## src/rtl/cci_mpf_prim_rob_arb_pkg.sv

```systemverilog
`default_nettype none
// ============================================================================
// cci_mpf_prim_rob_arb_pkg : shared types for the ROB arbiter and its rspq
// Revision: 1.0
// ============================================================================
package cci_mpf_prim_rob_arb_pkg;

    localparam int RSPQ_DEPTH   = 4;
    localparam int RSPQ_PTR_W   = $clog2(RSPQ_DEPTH);
    localparam int MAX_REQ_ID_W = 2;
    localparam int OUT_CNT_W    = 16;

    typedef logic [MAX_REQ_ID_W-1:0] t_req_id;
    typedef logic [OUT_CNT_W-1:0]    t_out_cnt;
    typedef logic [RSPQ_PTR_W:0]     t_rspq_cnt;
    typedef logic [RSPQ_PTR_W-1:0]   t_rspq_ptr;

    // Round-robin successor with wrap at n-1
    function automatic t_req_id rr_next(input t_req_id id, input int n);
        return (int'(id) == n - 1) ? '0 : id + 1'b1;
    endfunction

endpackage
`default_nettype wire

```

## src/rtl/cci_mpf_prim_rob_arb_rspq.sv

```systemverilog
`default_nettype none
// ============================================================================
// cci_mpf_prim_rob_arb_rspq : 4-entry response FIFO, head held in flops
// Revision: 1.0
// ============================================================================
module cci_mpf_prim_rob_arb_rspq
    import cci_mpf_prim_rob_arb_pkg::*;
#(
    parameter int WIDTH = 8
)(
    input  logic             clk,
    input  logic             reset_n,
    input  logic             enq_en,
    input  logic [WIDTH-1:0] enq_data,
    input  logic             deq_en,
    output logic             not_empty,
    output logic [WIDTH-1:0] first,
    output t_rspq_cnt        count
);

    logic [WIDTH-1:0] r_mem [RSPQ_DEPTH];
    t_rspq_ptr        r_rd_ptr;
    t_rspq_ptr        r_wr_ptr;
    t_rspq_cnt        r_count;
    logic             w_deq;

    assign w_deq = deq_en && not_empty;

    always_ff @(posedge clk or negedge reset_n) begin
        if (!reset_n) begin
            r_rd_ptr <= '0;
            r_wr_ptr <= '0;
            r_count  <= '0;
            for (int i = 0; i < RSPQ_DEPTH; i++) begin
                r_mem[i] <= '0;
            end
        end else begin
            // When full, a simultaneous pop frees the slot the write lands in
            if (enq_en) begin
                r_mem[r_wr_ptr] <= enq_data;
                r_wr_ptr        <= r_wr_ptr + 1'b1;
            end
            if (w_deq) begin
                r_rd_ptr <= r_rd_ptr + 1'b1;
            end
            r_count <= r_count + t_rspq_cnt'(enq_en) - t_rspq_cnt'(w_deq);
        end
    end

    assign not_empty = (r_count != '0);
    assign first     = r_mem[r_rd_ptr];
    assign count     = r_count;

endmodule
`default_nettype wire

```

## src/rtl/cci_mpf_prim_rob_arb.sv

```systemverilog
`default_nettype none
// ============================================================================
// cci_mpf_prim_rob_arb : round-robin ROB allocation arbiter with in-order
//                        response delivery through a credit-checked queue
// Revision: 1.0
// ============================================================================
module cci_mpf_prim_rob_arb
    import cci_mpf_prim_rob_arb_pkg::*;
#(
    parameter int N_ENTRIES        = 32,
    parameter int N_DATA_BITS      = 64,
    parameter int N_USER_META_BITS = 8,
    parameter int N_REQ            = 2,
    parameter int MAX_OUTSTANDING  = 16
)(
    input  logic                                       clk,
    input  logic                                       reset_n,
    input  logic [N_REQ-1:0]                           req_alloc,
    input  logic [N_REQ-1:0][N_USER_META_BITS-1:0]     req_meta,
    output logic [N_REQ-1:0]                           req_grant,
    output logic [$clog2(N_ENTRIES)-1:0]               req_idx,
    output logic                                       rob_alloc,
    output logic [$clog2(N_REQ)+N_USER_META_BITS-1:0]  rob_allocMeta,
    input  logic                                       rob_notFull,
    input  logic [$clog2(N_ENTRIES)-1:0]               rob_allocIdx,
    input  logic                                       rob_notEmpty,
    output logic                                       rob_deq_en,
    input  logic [N_DATA_BITS-1:0]                     rob_T2_first,
    input  logic [$clog2(N_REQ)+N_USER_META_BITS-1:0]  rob_T2_firstMeta,
    output logic [N_REQ-1:0]                           rsp_valid,
    input  logic [N_REQ-1:0]                           rsp_ready,
    output logic [N_DATA_BITS-1:0]                     rsp_data,
    output logic [N_USER_META_BITS-1:0]                rsp_meta
);

    localparam int       c_id_w    = $clog2(N_REQ);
    localparam int       c_meta_w  = c_id_w + N_USER_META_BITS;
    localparam int       c_ent_w   = c_meta_w + N_DATA_BITS;
    localparam t_out_cnt c_max_out = t_out_cnt'(MAX_OUTSTANDING);

    t_out_cnt                    r_out_cnt [N_REQ];
    t_req_id                     r_rr_ptr;
    logic [1:0]                  r_t2_vld;

    logic [N_REQ-1:0]            w_elig;
    logic [N_REQ-1:0]            w_grant;
    logic [N_REQ-1:0]            w_fire;
    t_req_id                     w_gid;
    logic [N_USER_META_BITS-1:0] w_gtag;
    logic                        w_found;
    int                          w_scan;
    logic [1:0]                  w_inflight;
    logic [3:0]                  w_need;
    t_rspq_cnt                   w_q_count;
    logic                        w_head_vld;
    logic [c_ent_w-1:0]          w_head;
    logic [c_id_w-1:0]           w_head_id;

    for (genvar i = 0; i < N_REQ; i++) begin : g_elig
        assign w_elig[i] = reset_n && req_alloc[i] && rob_notFull &&
                           (r_out_cnt[i] < c_max_out);
    end

    // Scan starts at the round-robin pointer; first eligible requester wins
    always_comb begin
        w_grant = '0;
        w_gid   = '0;
        w_gtag  = '0;
        w_found = 1'b0;
        w_scan  = 0;
        for (int k = 0; k < N_REQ; k++) begin
            w_scan = int'(r_rr_ptr) + k;
            if (w_scan >= N_REQ) begin
                w_scan = w_scan - N_REQ;
            end
            for (int i = 0; i < N_REQ; i++) begin
                if (!w_found && (i == w_scan) && w_elig[i]) begin
                    w_found    = 1'b1;
                    w_grant[i] = 1'b1;
                    w_gid      = t_req_id'(i);
                    w_gtag     = req_meta[i];
                end
            end
        end
    end

    assign req_grant     = w_grant;
    assign rob_alloc     = |w_grant;
    assign rob_allocMeta = {w_gid[c_id_w-1:0], w_gtag};
    assign req_idx       = rob_allocIdx;

    // Reserve queue space for every deq still in the T2 pipe
    assign w_inflight = {1'b0, r_t2_vld[0]} + {1'b0, r_t2_vld[1]};
    assign w_need     = {1'b0, w_q_count} + {2'b00, w_inflight} + 4'd1;
    assign rob_deq_en = reset_n && rob_notEmpty && (w_need <= 4'(RSPQ_DEPTH));

    cci_mpf_prim_rob_arb_rspq #(
        .WIDTH (c_ent_w)
    ) rspq (
        .clk       (clk),
        .reset_n   (reset_n),
        .enq_en    (r_t2_vld[1]),
        .enq_data  ({rob_T2_firstMeta, rob_T2_first}),
        .deq_en    (|w_fire),
        .not_empty (w_head_vld),
        .first     (w_head),
        .count     (w_q_count)
    );

    assign w_head_id = w_head[c_ent_w-1 -: c_id_w];
    assign rsp_meta  = w_head[N_DATA_BITS +: N_USER_META_BITS];
    assign rsp_data  = w_head[N_DATA_BITS-1:0];

    for (genvar i = 0; i < N_REQ; i++) begin : g_rsp
        assign rsp_valid[i] = w_head_vld && (w_head_id == c_id_w'(i));
    end
    assign w_fire = rsp_valid & rsp_ready;

    always_ff @(posedge clk or negedge reset_n) begin
        if (!reset_n) begin
            r_rr_ptr <= '0;
            r_t2_vld <= '0;
            for (int i = 0; i < N_REQ; i++) begin
                r_out_cnt[i] <= '0;
            end
        end else begin
            if (rob_alloc) begin
                r_rr_ptr <= rr_next(w_gid, N_REQ);
            end
            r_t2_vld <= {r_t2_vld[0], rob_deq_en};
            for (int i = 0; i < N_REQ; i++) begin
                case ({w_grant[i], w_fire[i]})
                    2'b10:   r_out_cnt[i] <= r_out_cnt[i] + t_out_cnt'(1);
                    2'b01:   r_out_cnt[i] <= r_out_cnt[i] - t_out_cnt'(1);
                    default: r_out_cnt[i] <= r_out_cnt[i];
                endcase
            end
        end
    end

endmodule
`default_nettype wire

```

## config.mk

```make
export PLATFORM = sky130hd
export DESIGN_NAME = cci_mpf_prim_rob_arb
export DESIGN_NICKNAME = d
export VERILOG_FILES = /design/src/rtl/cci_mpf_prim_rob_arb_pkg.sv /design/src/rtl/cci_mpf_prim_rob_arb_rspq.sv /design/src/rtl/cci_mpf_prim_rob_arb.sv
export SDC_FILE = /design/constraint.sdc
export NUM_CORES = 1
export LEC_CHECK = 0
export ABC_AREA = 1
export CAP_MARGIN = 20
export CORE_UTILIZATION = 50
export DETAILED_ROUTE_END_ITERATION = 16
export PLACE_DENSITY = 0.79
export SYNTH_ARGS = -nofsm -noshare
export SYNTH_HDL_FRONTEND = slang
export SYNTH_SLANG_ARGS = --single-unit
```

## constraint.sdc

```tcl
create_clock -name clk -period 7.2 [get_ports clk]
set_input_delay 1.8 -clock clk [delete_from_list [all_inputs] [get_ports clk]]
set_output_delay 1.8 -clock clk [all_outputs]
set_load 0.05 [all_outputs]
```

Word-level counts from Yosys, hierarchy flattened:

Cells that the tools add are included.

* logic and storage cells: 98
* input bits: 102
* bits in registers: 335
* output and inout port bits: 92

* magnitude comparators: 8
* multiplexer cells: 24
* bitwise logic cells: 4
* equal/unequal tests: 7
* reduce and logical (&&, ||, !) cells: 29
* add/subtract/negate cells: 15

Operators by type and width (number)
* 292-bit bitwise mux: 1
* 73-bit 2-to-1 mux: 3
* 73-bit binary-select mux with 2-bit select: 1
* 73-bit demux with 2-bit select: 1
* 2-bit by 32-bit == test with 1-bit output (first input constant): 2
* 32-bit logical NOT: 2
* 32-bit 2-to-1 mux: 2
* 16-bit case mux with 2 select lines: 2
* 16-bit by 1-bit adder with 16-bit output (second input constant): 2
* 16-bit by 5-bit less-than comparator with 1-bit output (second input constant): 2
* 8-bit 2-to-1 mux: 4
* 16-bit by 1-bit subtractor with 16-bit output (second input constant): 2
* 1-bit logical AND: 19
* 1-bit 2-to-1 mux: 7
* 2-bit by 1-bit adder with 2-bit output (second input constant): 3
* 2-bit == test (second input constant): 3
* 3-bit greater-or-equal comparator (second input constant): 2
* 2-bit 2-to-1 mux: 3
* 2-bit inverter with 3-bit output: 2
* 3-bit by 2-bit adder with 4-bit output: 1
* 4-bit by 1-bit adder with 4-bit output (second input constant): 1
* 2-bit by 1-bit == test with 1-bit output (second input constant): 2
* 4-bit by 3-bit <= comparator with 1-bit output (second input constant): 1
* 2-bit nonzero test: 2
* 14 further kinds: 17

Longest topological paths before layout:

* depth after elaboration: 19
* gate-level depth with buffers: 25
* depth with buffers taken out: 22

Modules after synthesis:

A second synthesis with hierarchy kept.

* cell total of the unflattened synthesis: 2269
* area total of the unflattened synthesis: 16990.0 um^2

By module, submodules not included
* cci_mpf_prim_rob_arb_rspq: seq. area each 7482.2 um^2, instances 1, cells an instance 1695, area each 13490.4 um^2
* cci_mpf_prim_rob_arb: seq. area each 875.8 um^2, instances 1, cells an instance 574, area each 3499.6 um^2

Worst setup path after synthesis:

Ideal clock, no wire load.

* path type: input to output
* from: in reset_n
* to: out rob_allocMeta[0]
* slack: 1.959 ns
* cell stages on the path: 6
* required time: 5.400 ns
* path buffers: 0
* arrival time: 3.441 ns
* cells stage by stage: nand2_1 -> nor4b_1 -> nand2_1 -> a21oi_2 -> nand2_1 -> nand2_1

* word-level cells in the longest chain between the ends: 17
* elaborated cells between the ends (all ways): 23
* classes of those cells: 7 x mux; 16 x reduce/logical

Ends and longest elaborated chain
* start: declaration: RTL line cci_mpf_prim_rob_arb.sv:17 `input logic reset_n,`
* 1-bit logical AND (3 in a row): RTL line cci_mpf_prim_rob_arb.sv:60 `assign w_elig[i] = reset_n && req_alloc[i] && rob_notFull &&`
* 1-bit logical AND: RTL line cci_mpf_prim_rob_arb.sv:77 `if (!w_found && (i == w_scan) && w_elig[i]) begin`
* 1-bit 2-to-1 mux: RTL line cci_mpf_prim_rob_arb.sv:77
* 1-bit logical NOT: RTL line cci_mpf_prim_rob_arb.sv:77
* 1-bit logical AND (2 in a row): RTL line cci_mpf_prim_rob_arb.sv:77
* 1-bit 2-to-1 mux: RTL line cci_mpf_prim_rob_arb.sv:77
* 1-bit logical NOT: RTL line cci_mpf_prim_rob_arb.sv:77
* 1-bit logical AND (2 in a row): RTL line cci_mpf_prim_rob_arb.sv:77
* 1-bit 2-to-1 mux: RTL line cci_mpf_prim_rob_arb.sv:77
* 1-bit logical NOT: RTL line cci_mpf_prim_rob_arb.sv:77
* 1-bit logical AND (2 in a row): RTL line cci_mpf_prim_rob_arb.sv:77
* 8-bit 2-to-1 mux (*): RTL line cci_mpf_prim_rob_arb.sv:77
* end: declaration: RTL line cci_mpf_prim_rob_arb.sv:23 `output logic [$clog2(N_REQ)+N_USER_META_BITS-1:0] rob_allocMeta,`

Every way passes the cells marked *; elsewhere a longest branch is shown, timed or not.

Worst setup path after layout:

* from: in rob_notFull
* to: out rob_allocMeta[2]

* word-level cells in the longest chain between the ends: 16
* elaborated cells between the ends (all ways): 21
* classes of those cells: 7 x mux; 14 x reduce/logical

Ends and longest elaborated chain
* start: declaration: RTL line cci_mpf_prim_rob_arb.sv:24 `input logic rob_notFull,`
* 1-bit logical AND (2 in a row): RTL line cci_mpf_prim_rob_arb.sv:60
* 1-bit logical AND: RTL line cci_mpf_prim_rob_arb.sv:77
* 1-bit 2-to-1 mux: RTL line cci_mpf_prim_rob_arb.sv:77
* 1-bit logical NOT: RTL line cci_mpf_prim_rob_arb.sv:77
* 1-bit logical AND (2 in a row): RTL line cci_mpf_prim_rob_arb.sv:77
* 1-bit 2-to-1 mux: RTL line cci_mpf_prim_rob_arb.sv:77
* 1-bit logical NOT: RTL line cci_mpf_prim_rob_arb.sv:77
* 1-bit logical AND (2 in a row): RTL line cci_mpf_prim_rob_arb.sv:77
* 1-bit 2-to-1 mux: RTL line cci_mpf_prim_rob_arb.sv:77
* 1-bit logical NOT: RTL line cci_mpf_prim_rob_arb.sv:77
* 1-bit logical AND (2 in a row): RTL line cci_mpf_prim_rob_arb.sv:77
* 8-bit 2-to-1 mux (*): RTL line cci_mpf_prim_rob_arb.sv:77

Marks and branches as above.

==> flow_metrics.env <==
export IMPL_vias_per_cell=5.48
export IMPL_outcome="finished clean"
export IMPL_nets=2261
export IMPL_hpwl_um=24200
export IMPL_hold_path_class="reg2reg"
export IMPL_ant_nets=0
export IMPL_fin_skew_ps=17.2
export IMPL_cts_tree="built"
export IMPL_gp_congestion=0.893
export IMPL_grt_ovfl_total=0
export IMPL_fmax_ghz=0.167
export IMPL_slew_headroom_pct=32.4
export IMPL_final_setup_viol_count=0
export IMPL_max_cap_violations=0
export IMPL_grt_pass1_wl_um=67700
export IMPL_cts_root_buf="clkbuf_16"
export IMPL_syn_area_per_cell_sq_um=7.98
export IMPL_ys_seq_area_share_pct=51.8
export IMPL_ff2ff_path_depth=22
export IMPL_hold_violations=0
export IMPL_h_tree_depth=2
export IMPL_dr_total_vias=14000
export IMPL_ys_warnings_count=0
export IMPL_drt_initial_drc_count=1266
export IMPL_area_growth_pct=19.9
export IMPL_hold_depth=0
export IMPL_drive_gt1_share_pct=5.19
export IMPL_antenna_found_initial=1
export IMPL_synthCells=2021
export IMPL_critPathKind="in2out"
export IMPL_ioPinCount=194
export IMPL_finalSetupTns_ps=0
export IMPL_worst_setup_path_start_kind="input pin"
export IMPL_path_max_fanout=10
export IMPL_ff_latch_area_sq_um=8360
export IMPL_async_flop_share_pct=100
export IMPL_rows=65
export IMPL_port_buffers=183
export IMPL_core_sq_um=31600
export IMPL_dr_pass1_iters=5
export IMPL_clockBufferDepth=3
export IMPL_cp_end_kind="output pin"
export IMPL_multi_input_area_sq_um=6700
export IMPL_netlist_area_leader_share_pct=51.8
export IMPL_syn_cell_area_sq_um=16100
export IMPL_fill_cells=2700
export IMPL_cts_made_buffers=37
export IMPL_cp_arrival_ps=4200
export IMPL_die_width_um=182
export IMPL_synth_edff_count=0
export IMPL_drv_slew=0
export IMPL_cts_setup_buffers=0
export IMPL_synth_ff_type="dfrtp_1"
export IMPL_synth_seq_cells=334
export IMPL_cts_resized=0
export IMPL_final_min_clock_period_ps=6000
export IMPL_die_h_um=182
export IMPL_final_cell_mix="nand2_1, o21ai_0, dfrtp_1, clkdlybuf4s50_1, nor2_1"
export IMPL_start_util_pct=51.0
export IMPL_final_common_cell="nand2_1"
export IMPL_drc_errors=0
export IMPL_synth_area_leaders="dfrtp_1, o21ai_0, nand2_1, nor2_1, inv_1"
export IMPL_clk_pin_slew_worst_paths_ps=60
export IMPL_cts_hold_buffers=0
export IMPL_track_usage_pct=25.0
export IMPL_period_share_pct=83.3
export IMPL_dieArea_sq_um=33000
export IMPL_synth_top_area_cell="dfrtp_1"
export IMPL_tightest_slew_ps=1010
export IMPL_clk_latency_ps=520
export IMPL_routed_wl_um=40500
export IMPL_crit_required_ps=5400
export IMPL_yosysUniqueCellTypes=39
export IMPL_synth_nets=2153
export IMPL_wl_per_cell_um=15.8
export IMPL_grt_max_degree=187
export IMPL_cts_sinks=334
export IMPL_grt_pass1_vias=13700
export IMPL_rsz0062_at_grt="no"
[area by class of cell]
type | count | share of cell area, %
Antenna cell | 1 | 0.0129
Clock buffer | 53 | 5.72
Clock inverter | 13 | 0.776
Inverter | 152 | 2.96
Multi-Input combinational cell | 1408 | 34.6
Sequential cell | 334 | 43.2
Tap cell | 402 | 2.60
Timing Repair Buffer | 196 | 10.1
[per-layer routing]
layer	vias up	track usage, %	wire length (um)
met1	6717	33.2	17400
met4	0	6.44	802
met3	59	4.99	3000
li1	6812	-	-
met2	443	41.8	19300
met5	-	0	0
[flip-flops by register name (all words and copies together) (netlist names)]
register,count
r_out_cnt,32
r_rr_ptr,1
r_t2_vld,2
rspq.count,3
rspq.r_mem,292
rspq.r_rd_ptr,2
rspq.r_wr_ptr,2
[logic make-up after synthesis]
logic type      share of synthesized area [%]
buf+inv                                  6.83
fa+ha+maj                                2.47
simple gates                             19.6
xor+xnor                                0.861
flops                                    51.8
compound gates                           18.4
[synthesized netlist by cell type (2+ instances only)]
library cell and instances:
and2_1 2, dfrtp_1 334, xor2_1 8, buf_2 7, nand4_1 3, clkinv_1 2, or2_2 7, o21ai_0 457
xnor2_1 6, nand2_1 528, o21ai_1 2, ha_1 27, a21o_1 3, nor2_1 180, o21bai_1 2, inv_1 147
nand3_1 47, buf_6 2, a21oi_1 29, inv_2 3, nor2_2 9, nand2_2 5, fa_1 3, nand3b_1 5
buf_4 5, o22ai_1 73, clkbuf_1 112, nand3_2 2
[worst max-delay path, stage by stage]
cell	delay, ps
clkdlybuf4s50_1	460
nand2_1	60
nor4b_1	360
nand2_1	170
a21oi_2	370
nand2_1	110
nand2_1	80
clkdlybuf4s50_1	790
[through the flow]
stage / area, sq um / utilization (%) / hold WS (ps) / worst slack (ps) / cells
floorplan: 16100 / - / 354 / 1960 / 2021
global placement: 18100 / 57.2 / 379 / 1280 / 2492
detailed placement: 18100 / 57.2 / 370 / 1190 / 2492
CTS: 19300 / 61.1 / 400 / 1180 / 2558
global route: 19300 / 61.1 / 415 / 1070 / 2558
finish: 19300 / 61.1 / 394 / 1200 / 2559
[final timing paths]
| path | from | end | slack (ps) |
|---|---|---|---|
| min | r_t2_vld[0] | r_t2_vld[1] | 390 |
| max in group asynchronous | reset_n | rspq.r_mem[94] | 4150 |
| max reg2reg | rspq.r_rd_ptr[0] | r_out_cnt[12] | 2530 |
| min in group asynchronous | reset_n | r_out_cnt[19] | 1070 |
| max | rob_notFull | rob_allocMeta[2] | 1200 |
| min reg2reg | r_t2_vld[0] | r_t2_vld[1] | 390 |
Power is left out: the tool's default activity adds up to more than one toggle a clock period on the data nets, which glitch-free logic cannot reach.
